File: config.mk
export PLATFORM = sky130hd
export DESIGN_NAME = spi_reg_bridge
export DESIGN_NICKNAME = d
export VERILOG_FILES = /design/src/rtl/spi_reg_pkg.sv /design/src/rtl/spi_sync_edge.sv /design/src/rtl/spi_reg_bridge.sv
export SDC_FILE = /design/constraint.sdc
export NUM_CORES = 1
export LEC_CHECK = 0
export ABC_AREA = 1
export CAP_MARGIN = 0
export CORE_MARGIN = 10
export CORE_UTILIZATION = 60
export DETAILED_ROUTE_END_ITERATION = 16
export DONT_BUFFER_PORTS = 1
export PLACE_DENSITY_LB_ADDON = 0.2
export SLEW_MARGIN = 20
export SYNTH_ARGS = -nofsm -noshare
export SYNTH_HDL_FRONTEND = slang
export SYNTH_SLANG_ARGS = --single-unit
File: constraint.sdc
create_clock -name clk -period 2.24 [get_ports clk]
set_clock_uncertainty 0.15 [all_clocks]
set_input_delay 0.448 -clock clk [delete_from_list [all_inputs] [get_ports clk]]
set_output_delay 0.448 -clock clk [all_outputs]
set_load 0.02 [all_outputs]
File: src/rtl/spi_reg_pkg.sv
// Shared definitions for the SPI register bridge: FSM encoding, SPI mode bit
// positions and the sizing rule for the shared bit counter.
package spi_reg_pkg;

    typedef enum logic [1:0] {
        ST_IDLE = 2'd0,
        ST_CMD  = 2'd1,
        ST_DATA = 2'd2
    } state_t;

    localparam int SPI_CPHA_BIT = 0;
    localparam int SPI_CPOL_BIT = 1;

    // The bit counter covers the longer of the command word and a data word.
    function automatic int bit_cnt_width(input int addr_w, input int data_w);
        int longest;
        longest = (addr_w + 1 > data_w) ? addr_w + 1 : data_w;
        return (longest > 1) ? $clog2(longest) : 1;
    endfunction

endpackage

File: src/rtl/spi_sync_edge.sv
// Brings the asynchronous SPI pins into the clk domain and flags single-cycle
// edges of SSEL and SCK on the synchronised copies.
module spi_sync_edge #(
    parameter logic SCK_IDLE = 1'b0
) (
    input  logic clk,
    input  logic rst_n,
    input  logic ssel_raw,
    input  logic sck_raw,
    input  logic mosi_raw,
    output logic ssel_fall,
    output logic ssel_rise,
    output logic sck_rise,
    output logic sck_fall,
    output logic mosi_sync
);

    logic ssel_meta;
    logic ssel_sync;
    logic ssel_prev;
    logic sck_meta;
    logic sck_sync;
    logic sck_prev;
    logic mosi_meta;

    // Two-flop synchronisers plus one history flop per line; reset holds the idle bus levels.
    always_ff @(posedge clk or negedge rst_n) begin
        if (!rst_n) begin
            ssel_meta <= 1'b1;
            ssel_sync <= 1'b1;
            ssel_prev <= 1'b1;
            sck_meta  <= SCK_IDLE;
            sck_sync  <= SCK_IDLE;
            sck_prev  <= SCK_IDLE;
            mosi_meta <= 1'b0;
            mosi_sync <= 1'b0;
        end else begin
            ssel_meta <= ssel_raw;
            ssel_sync <= ssel_meta;
            ssel_prev <= ssel_sync;
            sck_meta  <= sck_raw;
            sck_sync  <= sck_meta;
            sck_prev  <= sck_sync;
            mosi_meta <= mosi_raw;
            mosi_sync <= mosi_meta;
        end
    end

    assign ssel_fall = ssel_prev & ~ssel_sync;
    assign ssel_rise = ~ssel_prev & ssel_sync;
    assign sck_rise  = ~sck_prev & sck_sync;
    assign sck_fall  = sck_prev & ~sck_sync;

endmodule

File: src/rtl/spi_reg_bridge.sv
// SPI slave that turns command/address/data frames into single-cycle register
// write strobes and read requests, with optional burst address increment.
module spi_reg_bridge
    import spi_reg_pkg::*;
#(
    parameter int ADDR_W   = 7,
    parameter int DATA_W   = 8,
    parameter int SPI_MODE = 0,
    parameter int AUTO_INC = 1
) (
    input  logic              clk,
    input  logic              rst_n,
    input  logic              DSP_SSEL,
    input  logic              DSP_SCK,
    input  logic              DSP_MOSI,
    output logic              DSP_MISO,
    output logic              DSP_MISO_OE,
    output logic              wr_en,
    output logic              rd_en,
    output logic [ADDR_W-1:0] reg_addr,
    output logic [DATA_W-1:0] wr_data,
    input  logic [DATA_W-1:0] rd_data,
    output logic              busy,
    output logic              frame_err
);

    localparam int              CNT_W     = bit_cnt_width(ADDR_W, DATA_W);
    localparam logic [1:0]      MODE_BITS = 2'(SPI_MODE);
    localparam logic            CPOL      = MODE_BITS[SPI_CPOL_BIT];
    localparam logic            CPHA      = MODE_BITS[SPI_CPHA_BIT];
    localparam logic [CNT_W-1:0] LAST_CMD  = CNT_W'(ADDR_W);
    localparam logic [CNT_W-1:0] LAST_DATA = CNT_W'(DATA_W - 1);

    logic ssel_fall;
    logic ssel_rise;
    logic sck_rise;
    logic sck_fall;
    logic mosi_sync;
    logic sample_edge;
    logic shift_edge;

    state_t              state;
    logic [CNT_W-1:0]    bit_cnt;
    logic [ADDR_W-1:0]   cmd_sr;
    logic [DATA_W-2:0]   data_sr;
    logic [DATA_W-1:0]   shift_out;
    logic                rw;
    logic                miso_en;
    logic                cap_pending;
    logic                adv_pending;

    logic [ADDR_W:0]     cmd_word;
    logic [DATA_W-1:0]   data_word;
    logic [ADDR_W-1:0]   addr_next;

    spi_sync_edge #(
        .SCK_IDLE (CPOL)
    ) u_sync (
        .clk       (clk),
        .rst_n     (rst_n),
        .ssel_raw  (DSP_SSEL),
        .sck_raw   (DSP_SCK),
        .mosi_raw  (DSP_MOSI),
        .ssel_fall (ssel_fall),
        .ssel_rise (ssel_rise),
        .sck_rise  (sck_rise),
        .sck_fall  (sck_fall),
        .mosi_sync (mosi_sync)
    );

    // Sampling happens on the rising edge when CPOL matches CPHA, the falling edge otherwise.
    assign sample_edge = (CPOL == CPHA) ? sck_rise : sck_fall;
    assign shift_edge  = (CPOL == CPHA) ? sck_fall : sck_rise;

    assign cmd_word  = {cmd_sr, mosi_sync};
    assign data_word = {data_sr, mosi_sync};
    assign addr_next = (AUTO_INC != 0) ? reg_addr + ADDR_W'(1) : reg_addr;

    assign busy        = (state != ST_IDLE);
    assign DSP_MISO_OE = busy;
    assign DSP_MISO    = miso_en & shift_out[DATA_W-1];

    // Frame FSM: collects the command, issues write strobes and read prefetches, drives the MISO shifter.
    always_ff @(posedge clk or negedge rst_n) begin
        if (!rst_n) begin
            state       <= ST_IDLE;
            bit_cnt     <= '0;
            cmd_sr      <= '0;
            data_sr     <= '0;
            shift_out   <= '0;
            rw          <= 1'b0;
            miso_en     <= 1'b0;
            cap_pending <= 1'b0;
            adv_pending <= 1'b0;
            reg_addr    <= '0;
            wr_data     <= '0;
            wr_en       <= 1'b0;
            rd_en       <= 1'b0;
            frame_err   <= 1'b0;
        end else begin
            wr_en       <= 1'b0;
            rd_en       <= 1'b0;
            frame_err   <= 1'b0;
            adv_pending <= 1'b0;
            cap_pending <= rd_en;
            if (adv_pending) begin
                reg_addr <= addr_next;
            end
            if (cap_pending) begin
                shift_out <= rd_data;
            end
            case (state)
                ST_IDLE: begin
                    if (ssel_fall) begin
                        state     <= ST_CMD;
                        bit_cnt   <= '0;
                        shift_out <= '0;
                        miso_en   <= 1'b0;
                    end
                end
                ST_CMD: begin
                    if (ssel_rise) begin
                        state     <= ST_IDLE;
                        bit_cnt   <= '0;
                        frame_err <= 1'b1;
                    end else if (sample_edge) begin
                        if (bit_cnt == LAST_CMD) begin
                            state    <= ST_DATA;
                            bit_cnt  <= '0;
                            rw       <= cmd_word[ADDR_W];
                            reg_addr <= cmd_word[ADDR_W-1:0];
                            rd_en    <= cmd_word[ADDR_W];
                            miso_en  <= cmd_word[ADDR_W];
                        end else begin
                            cmd_sr  <= cmd_word[ADDR_W-1:0];
                            bit_cnt <= bit_cnt + CNT_W'(1);
                        end
                    end
                end
                ST_DATA: begin
                    if (ssel_rise) begin
                        state     <= ST_IDLE;
                        bit_cnt   <= '0;
                        miso_en   <= 1'b0;
                        frame_err <= (bit_cnt != '0);
                    end else begin
                        if (sample_edge) begin
                            if (bit_cnt == LAST_DATA) begin
                                bit_cnt <= '0;
                                if (rw) begin
                                    reg_addr <= addr_next;
                                    rd_en    <= 1'b1;
                                end else begin
                                    wr_en       <= 1'b1;
                                    wr_data     <= data_word;
                                    adv_pending <= 1'b1;
                                end
                            end else begin
                                data_sr <= data_word[DATA_W-2:0];
                                bit_cnt <= bit_cnt + CNT_W'(1);
                            end
                        end
                        if (shift_edge && rw && (bit_cnt != '0)) begin
                            shift_out <= shift_out << 1;
                        end
                    end
                end
                default: begin
                    state <= ST_IDLE;
                end
            endcase
        end
    end

endmodule

==> results of run 1 <==
## synth_stat cells
cell type  instances
a21oi_2            1
nand4_1            2
o21ai_0           16
nor2_2             4
xnor2_1            1
o211ai_1           3
inv_1             36
a21o_1             1
nor3_1             1
o22ai_1            1
or2_2              2
mux2_2             4
ha_1               8
nand3_1           25
o21ai_1           19
nand2_1           76
nor2_4             3
inv_2              4
nor2_1            17
buf_4              1
dfstp_2            3
a31oi_1            1
dfrtp_1           53
buf_2              4
a21oi_1            5
xor2_1             1
nor3_4             1
mux2i_1            8
clkbuf_1           2
nand3_2            3
nand2_2            2
## sequential cells by signal (all words and copies together) (netlist names)
register,flops
frame_err,1
state,2
u_sync.mosi_sync,1
u_sync.sck_prev,1
u_sync.mosi_meta,1
shift_out,8
u_sync.ssel_meta,1
reg_addr,7
adv_pending,1
wr_data,8
u_sync.sck_sync,1
u_sync.ssel_sync,1
u_sync.ssel_prev,1
cmd_sr,7
bit_cnt,3
rd_en,1
miso_en,1
cap_pending,1
rw,1
data_sr,7
u_sync.sck_meta,1
## routing by layer
layer	share of wire (%)	routed length (um)	track usage, %
met1	44	2240	18.76
met2	46	2339	22.65
met3	9.5	485	5.618
met4	1.1	57	4.928
met5	0	0	0
## worst min-delay path by stage
stage / from / to / slack (ps) / cells past startpoint
3_5_place_dp: rst_n / shift_out[4] / 4 / 0
5_1_grt: rd_data[0] / shift_out[0] / 170 / 2
4_1_cts: rd_data[0] / shift_out[0] / 170 / 2
3_3_place_gp: rst_n / shift_out[4] / 4 / 0
2_1_floorplan: rst_n / adv_pending / 2 / 0
6_report: rd_data[0] / shift_out[0] / 170 / 2
## stage by stage
step	area, um^2	hold slack (ps)	setup slack, ps
floorplan	2706	2.409	639.6
global placement	2751	4.323	487.3
detailed placement	2751	4.406	463.0
CTS	2912	172.8	262.5
global route	2912	165.8	177.4
finish	2912	173.7	277.4
## cell families after synthesis
family | after synthesis | share of synthesized area, %
and+or+nand+nor | 136 | 22.98
DFF | 56 | 51.92
AOI/OAI and AO/OA | 47 | 9.293
buffers and inverters | 47 | 6.842
muxes | 12 | 4.623
adders and majority gates | 8 | 3.699
xor gates and xnor gates | 2 | 0.6474
## power groups by stage
| stage | Sequential, W | Clock [W] | Combinational (W) |
|---|---|---|---|
| 3_5_place_dp | 0.00136 | 0 | 0.000940 |
| 3_3_place_gp | 0.00135 | 0 | 0.000909 |
| 6_report | 0.00134 | 0.000551 | 0.000970 |
| 5_1_grt | 0.00137 | 0.000617 | 0.00113 |
| 2_1_floorplan | 0.00132 | 0 | 0.000778 |
| 4_1_cts | 0.00134 | 0.000573 | 0.000977 |
## cell type report
| type | instances | area [um^2] |
|---|---|---|
| clock buffers | 5 | 68.82 |
| clock inverters | 3 | 23.77 |
| fillers | 360 | 1443 |
| inverters | 40 | 150.1 |
| multi-input cells | 205 | 1116 |
| flip-flops and latches | 56 | 1405 |
| well taps | 52 | 65.06 |
| repair buffers | 7 | 82.58 |
## worst max-delay path: stages (launching register included)
cell and delay [ps]:
dfrtp_1 410, inv_1 80, ha_1 230, inv_1 330
## cell usage in the layout (no fill, tap or decap), types with 5 or more instances in the layout
| cell | synthesis | final |
|---|---|---|
| nand2_1 | 76 | 76 |
| o21ai_0 | 16 | 16 |
| dfrtp_1 | 53 | 53 |
| o21ai_1 | 19 | 19 |
| a21oi_1 | 5 | 5 |
| clkbuf_8 | 0 | 5 |
| ha_1 | 8 | 8 |
| nor2_1 | 17 | 17 |
| mux2i_1 | 8 | 8 |
| nand3_1 | 25 | 25 |
| inv_1 | 36 | 36 |
==> results.py, run 1 <==
metrics = {
    "status": {
        "status": "finished, final reports clean",
    },
    "sta": {
        "max_freq_mhz": 509.5,
        "finalHoldViolCount": 0,
        "rsz0062_at_grt": "false",
        "fin_crit_ps": 1963,
        "worst_pin_slew_ps": 413.6,
        "slew-limit-headroom_pct": 72.39,
        "setup_viol": 0,
        "finalCritPeriodShare_pct": 87.62,
        "finalMaxSlewViolations": 0,
        "tns_ps": 0,
    },
    "critical_path": {
        "r2r_cells": 7,
        "cp-startpoint": "state[0]",
        "crit_required_ps": 1640,
        "worstPathMaxFanout": 4,
        "start_kind": "flip-flop",
        "rrSetupSlack_ps": 420,
        "cp.arrival_ps": 1360,
        "r2r_start": "state[0]",
        "crit_type": "flip-flop to output pin",
        "endpoint": "DSP_MISO_OE",
        "critPathCaptureType": "output pin",
        "r2r-end": "state[0]",
    },
    "global_routing": {
        "grt_pass1_vias": 2042,
        "gr-total-overflow": 0,
        "gr-usage-all-layers_pct": 14.79,
        "grt_max_degree": 57,
        "grt_pass1_wl_um": 9197,
        "antenna_found_initial": 0,
    },
    "synthesis": {
        "yosys-top-cells-area": "dfrtp_1 (49%), nand2_1 (11%), inv_1 (5.0%), nand3_1 (4.6%), ha_1 (3.7%)",
        "syn_area_per_cell_um2": 8.787,
        "synthCells": 308,
        "ys_types": 31,
        "netlist_area_um2": 2706,
        "yosysTopAreaCell": "dfrtp_1",
        "ys_ff_latch": 56,
        "ys_seq_area_share_pct": 51.92,
        "synth_nets": 329,
        "yosysTopAreaCellShare_pct": 49.01,
        "synth_warnings": 0,
    },
    "clock_tree": {
        "cts_max_path_buffers": 2,
        "insertion_delay_ps": 310,
        "cts_buffers": 5,
        "htreeDepth": 2,
        "worst_setup_hold_path_clk_slew_ps": 100,
        "postCtsResizedCells": 0,
        "cts_tree": "yes",
        "cts_root_buf": "clkbuf_8",
        "cts_hold_buf": 5,
        "clkSinkCount": 56,
        "post-cts-setup-buffers": 0,
    },
    "power_and_ir_drop": {
        "vdd_drop_max_uv": 586.2,
        "p_switching_w": 0.001156,
        "p_leak_nw": 1.422,
        "power_frac_seq_pct": 46.8,
        "comb_power_share_pct": 33.9,
        "power.total_w": 0.002859,
        "p_clk_share_pct": 19.3,
        "intPower_w": 0.001704,
        "powerDensity_nw_per_um2": 982.1,
        "swShare_pct": 40.41,
    },
    "flow_run": {
        "cap_viol_max_count": 0,
    },
    "place": {
        "gp_congestion": 0.8403,
        "port_buffers": 0,
        "place_hpwl_um": 3825,
        "post-place-cells": 355,
    },
    "cells_and_area": {
        "diodes": 0,
        "fin_nets": 336,
        "syn_to_final_growth_pct": 7.582,
        "fin_util_pct": 66.87,
        "fin_cells": 368,
        "layout-drive-gt1-share_pct": 12.03,
    },
    "min_path": {
        "min_path_type": "input port to flip-flop",
    },
    "floorplanning": {
        "die_h_um": 87.16,
        "rows": 24,
        "die_area_um2": 7597,
        "coreArea_um2": 4354,
        "start_util_pct": 62.16,
        "io-pin-count": 34,
        "fp.dieW_um": 87.16,
    },
    "drt": {
        "num_vias": 2043,
        "vias_per_cell": 5.552,
        "firstDrtPassIters": 4,
        "drt_iter0_markers": 95,
        "drc_errors": 0,
        "wl_um": 5122,
        "wl_per_cell_um": 13.92,
        "drtAntennaViolNets": 0,
    },
}
Note: power is estimated with default switching activity, not from simulation.
==> run 2: changes to the inputs <==
--- a/config.mk
+++ b/config.mk
@@ -8,7 +8,7 @@
 export ABC_AREA = 1
 export CAP_MARGIN = 0
 export CORE_MARGIN = 10
-export CORE_UTILIZATION = 60
+export CORE_UTILIZATION = 30
 export DETAILED_ROUTE_END_ITERATION = 16
 export DONT_BUFFER_PORTS = 1
 export PLACE_DENSITY_LB_ADDON = 0.2
==> run 2 against run 1 <==
  * Sequential share of layout area decreased by 1.2 points
  * First-iteration DRC count decreased by 12%
  * Register-to-register slack got worse by 40 ps
  * Utilization decreased by 33 points
  * Sequential cell count unchanged
  * Worst setup slack got worse by 16 ps
  * Total power increased by 2.3%
  * Routed wire length increased by 14%
  * Via count decreased by 4.1%
  * Global-route usage decreased by 5.6 points
  * Die area increased by 74%
  * Design area increased by 2.5%
  * Critical endpoint unchanged
==> results.py, run 2 (synthesis gave the netlist of run 1 again) <==
metrics = {
    "status": {
        "status": "finished, final reports clean",
    },
    "clock_tree": {
        "postCtsResizedCells": 0,
        "clkSinkCount": 56,
        "cts_buffers": 5,
        "cts_max_path_buffers": 2,
        "worst_setup_hold_path_clk_slew_ps": 110,
        "htreeDepth": 2,
        "cts_root_buf": "clkbuf_8",
        "cts_tree": "yes",
        "insertion_delay_ps": 310,
    },
    "sta": {
        "finalMaxSlewViolations": 0,
        "tns_ps": 0,
        "fin_crit_ps": 1978,
        "setup_viol": 0,
        "rsz0062_at_grt": "false",
        "slew-limit-headroom_pct": 70.37,
        "finalCritPeriodShare_pct": 88.31,
        "max_freq_mhz": 505.5,
        "worst_pin_slew_ps": 444.5,
        "finalHoldViolCount": 0,
    },
    "drt": {
        "vias_per_cell": 4.623,
        "drtAntennaViolNets": 0,
        "drt_iter0_markers": 84,
        "wl_um": 5830,
        "firstDrtPassIters": 4,
        "wl_per_cell_um": 13.75,
        "drc_errors": 0,
        "num_vias": 1960,
    },
    "global_routing": {
        "grt_pass1_wl_um": 9880,
        "antenna_found_initial": 0,
        "grtUsageMet2_pct": 12.69,
        "grt_pass1_vias": 1941,
        "gr-usage-all-layers_pct": 9.162,
        "grt_max_degree": 57,
        "use_met3_pct": 3.073,
        "met1_usage_pct": 13.29,
        "grt.busiest_layer": "met1",
        "gr-total-overflow": 0,
    },
    "floorplanning": {
        "start_util_pct": 30.88,
        "die_h_um": 115.0,
        "coreArea_um2": 8763,
        "fp.dieW_um": 115.0,
        "rows": 34,
        "io-pin-count": 34,
        "die_area_um2": 13220,
    },
    "cells_and_area": {
        "diodes": 0,
        "fin_util_pct": 34.05,
        "layout-drive-gt1-share_pct": 12.03,
        "fin_nets": 336,
        "final_cell_mix": "nand2_1 (76), dfrtp_1 (53), inv_1 (36)",
        "syn_to_final_growth_pct": 10.26,
        "layout_commonest_cell": "nand2_1",
        "reg.largest.list": "shift_out x8, wr_data x8",
    },
    "power_and_ir_drop": {
        "vdd_drop_max_uv": 349.9,
        "powerDensity_nw_per_um2": 980.1,
        "p_leak_nw": 1.424,
    },
    "min_path": {
        "min_from": "rd_data[0]",
        "hold_depth": 2,
        "holdPathEnd": "shift_out[0]",
        "min_path_type": "input port to flip-flop",
    },
    "place": {
        "port_buffers": 0,
        "place_hpwl_um": 4241,
        "gp_congestion": 0.7709,
    },
    "critical_path": {
        "r2r-end": "cmd_sr[1]",
        "critPathCaptureType": "output pin",
        "crit_type": "flip-flop to output pin",
        "start_kind": "flip-flop",
        "rrSetupSlack_ps": 380,
        "cp.arrival_ps": 1380,
        "r2r_start": "state[1]",
        "worstPathMaxFanout": 4,
        "r2r_cells": 6,
        "crit_required_ps": 1640,
    },
    "flow_run": {
        "cap_viol_max_count": 0,
    },
}
==> run 2: repair_timing <==
action	in CTS	in global routing
buffers inserted	0	0
endpoints found under the hold margin	59	0
hold buffers	5	0
==> run 2: how the worst max path moves through the flow <==
| stage | start | to | cells past startpoint |
|---|---|---|---|
| after global routing | state[0] | DSP_MISO_OE | 3 |
| final | state[0] | DSP_MISO_OE | 3 |
| after floorplan | state[0] | busy | 4 |
| after CTS | state[0] | DSP_MISO_OE | 3 |
| after detailed placement | state[0] | data_sr[3] | 7 |
| after global placement | bit_cnt[0] | wr_data[6] | 7 |
==> run 2: worst max-delay path, stage by stage, from the launching register on <==
cell and delay [ps]:
dfrtp_1 410, inv_1 90, ha_1 240, inv_1 330
==> run 2: power by group <==
part / internal [W] / leakage, nW / switching, W / total (W)
Combinational: 0.000319 / 0.640 / 0.000669 / 0.000989
Clock: 0.000229 / 0.0423 / 0.000370 / 0.000598
Sequential: 0.00116 / 0.741 / 0.000173 / 0.00134
Total: 0.00171 / 1.42 / 0.00121 / 0.00292
==> run 2: per-layer routing <==
metal  share of wire [%]  routed length [um]  vias up
li1                    -                   -     1005
met4                0.75                  44        0
met3                 6.8                 399        4
met1                  52                3026      909
met2                  40                2359       42
met5                   0                   0        -
==> run 2: metrics by stage <==
stage / hold slack, ps / worst slack (ps) / cells / total power, W / area, um^2
floorplan: 2.409 / 639.6 / 308 / 0.002093 / 2706
global placement: 6.654 / 438.2 / 411 / 0.002315 / 2821
detailed placement: 6.377 / 408.6 / 411 / 0.002328 / 2821
CTS: 161.1 / 233.2 / 424 / 0.002965 / 2984
global route: 171.5 / 151.9 / 424 / 0.003185 / 2984
finish: 165.0 / 261.9 / 424 / 0.002925 / 2984
==> run 2: final cells by class <==
type	instances	area, um^2
fill	922	5779
sequential	56	1405
multi-input combinational	205	1116
inverter	40	150.1
tap	108	135.1
timing repair buffer	7	82.58
clock buffer	5	68.82
clock inverter	3	26.28
==> run 3: changes to the inputs <==
--- a/config.mk
+++ b/config.mk
@@ -6,7 +6,6 @@
 export NUM_CORES = 1
 export LEC_CHECK = 0
 export ABC_AREA = 1
-export CAP_MARGIN = 0
 export CORE_MARGIN = 10
 export CORE_UTILIZATION = 30
 export DETAILED_ROUTE_END_ITERATION = 16
@@ -16,3 +15,4 @@
 export SYNTH_ARGS = -nofsm -noshare
 export SYNTH_HDL_FRONTEND = slang
 export SYNTH_SLANG_ARGS = --single-unit
+export TNS_END_PERCENT = 30
==> results of run 3 <==
Final layout, timing and power as in run 2 (identical DEF).
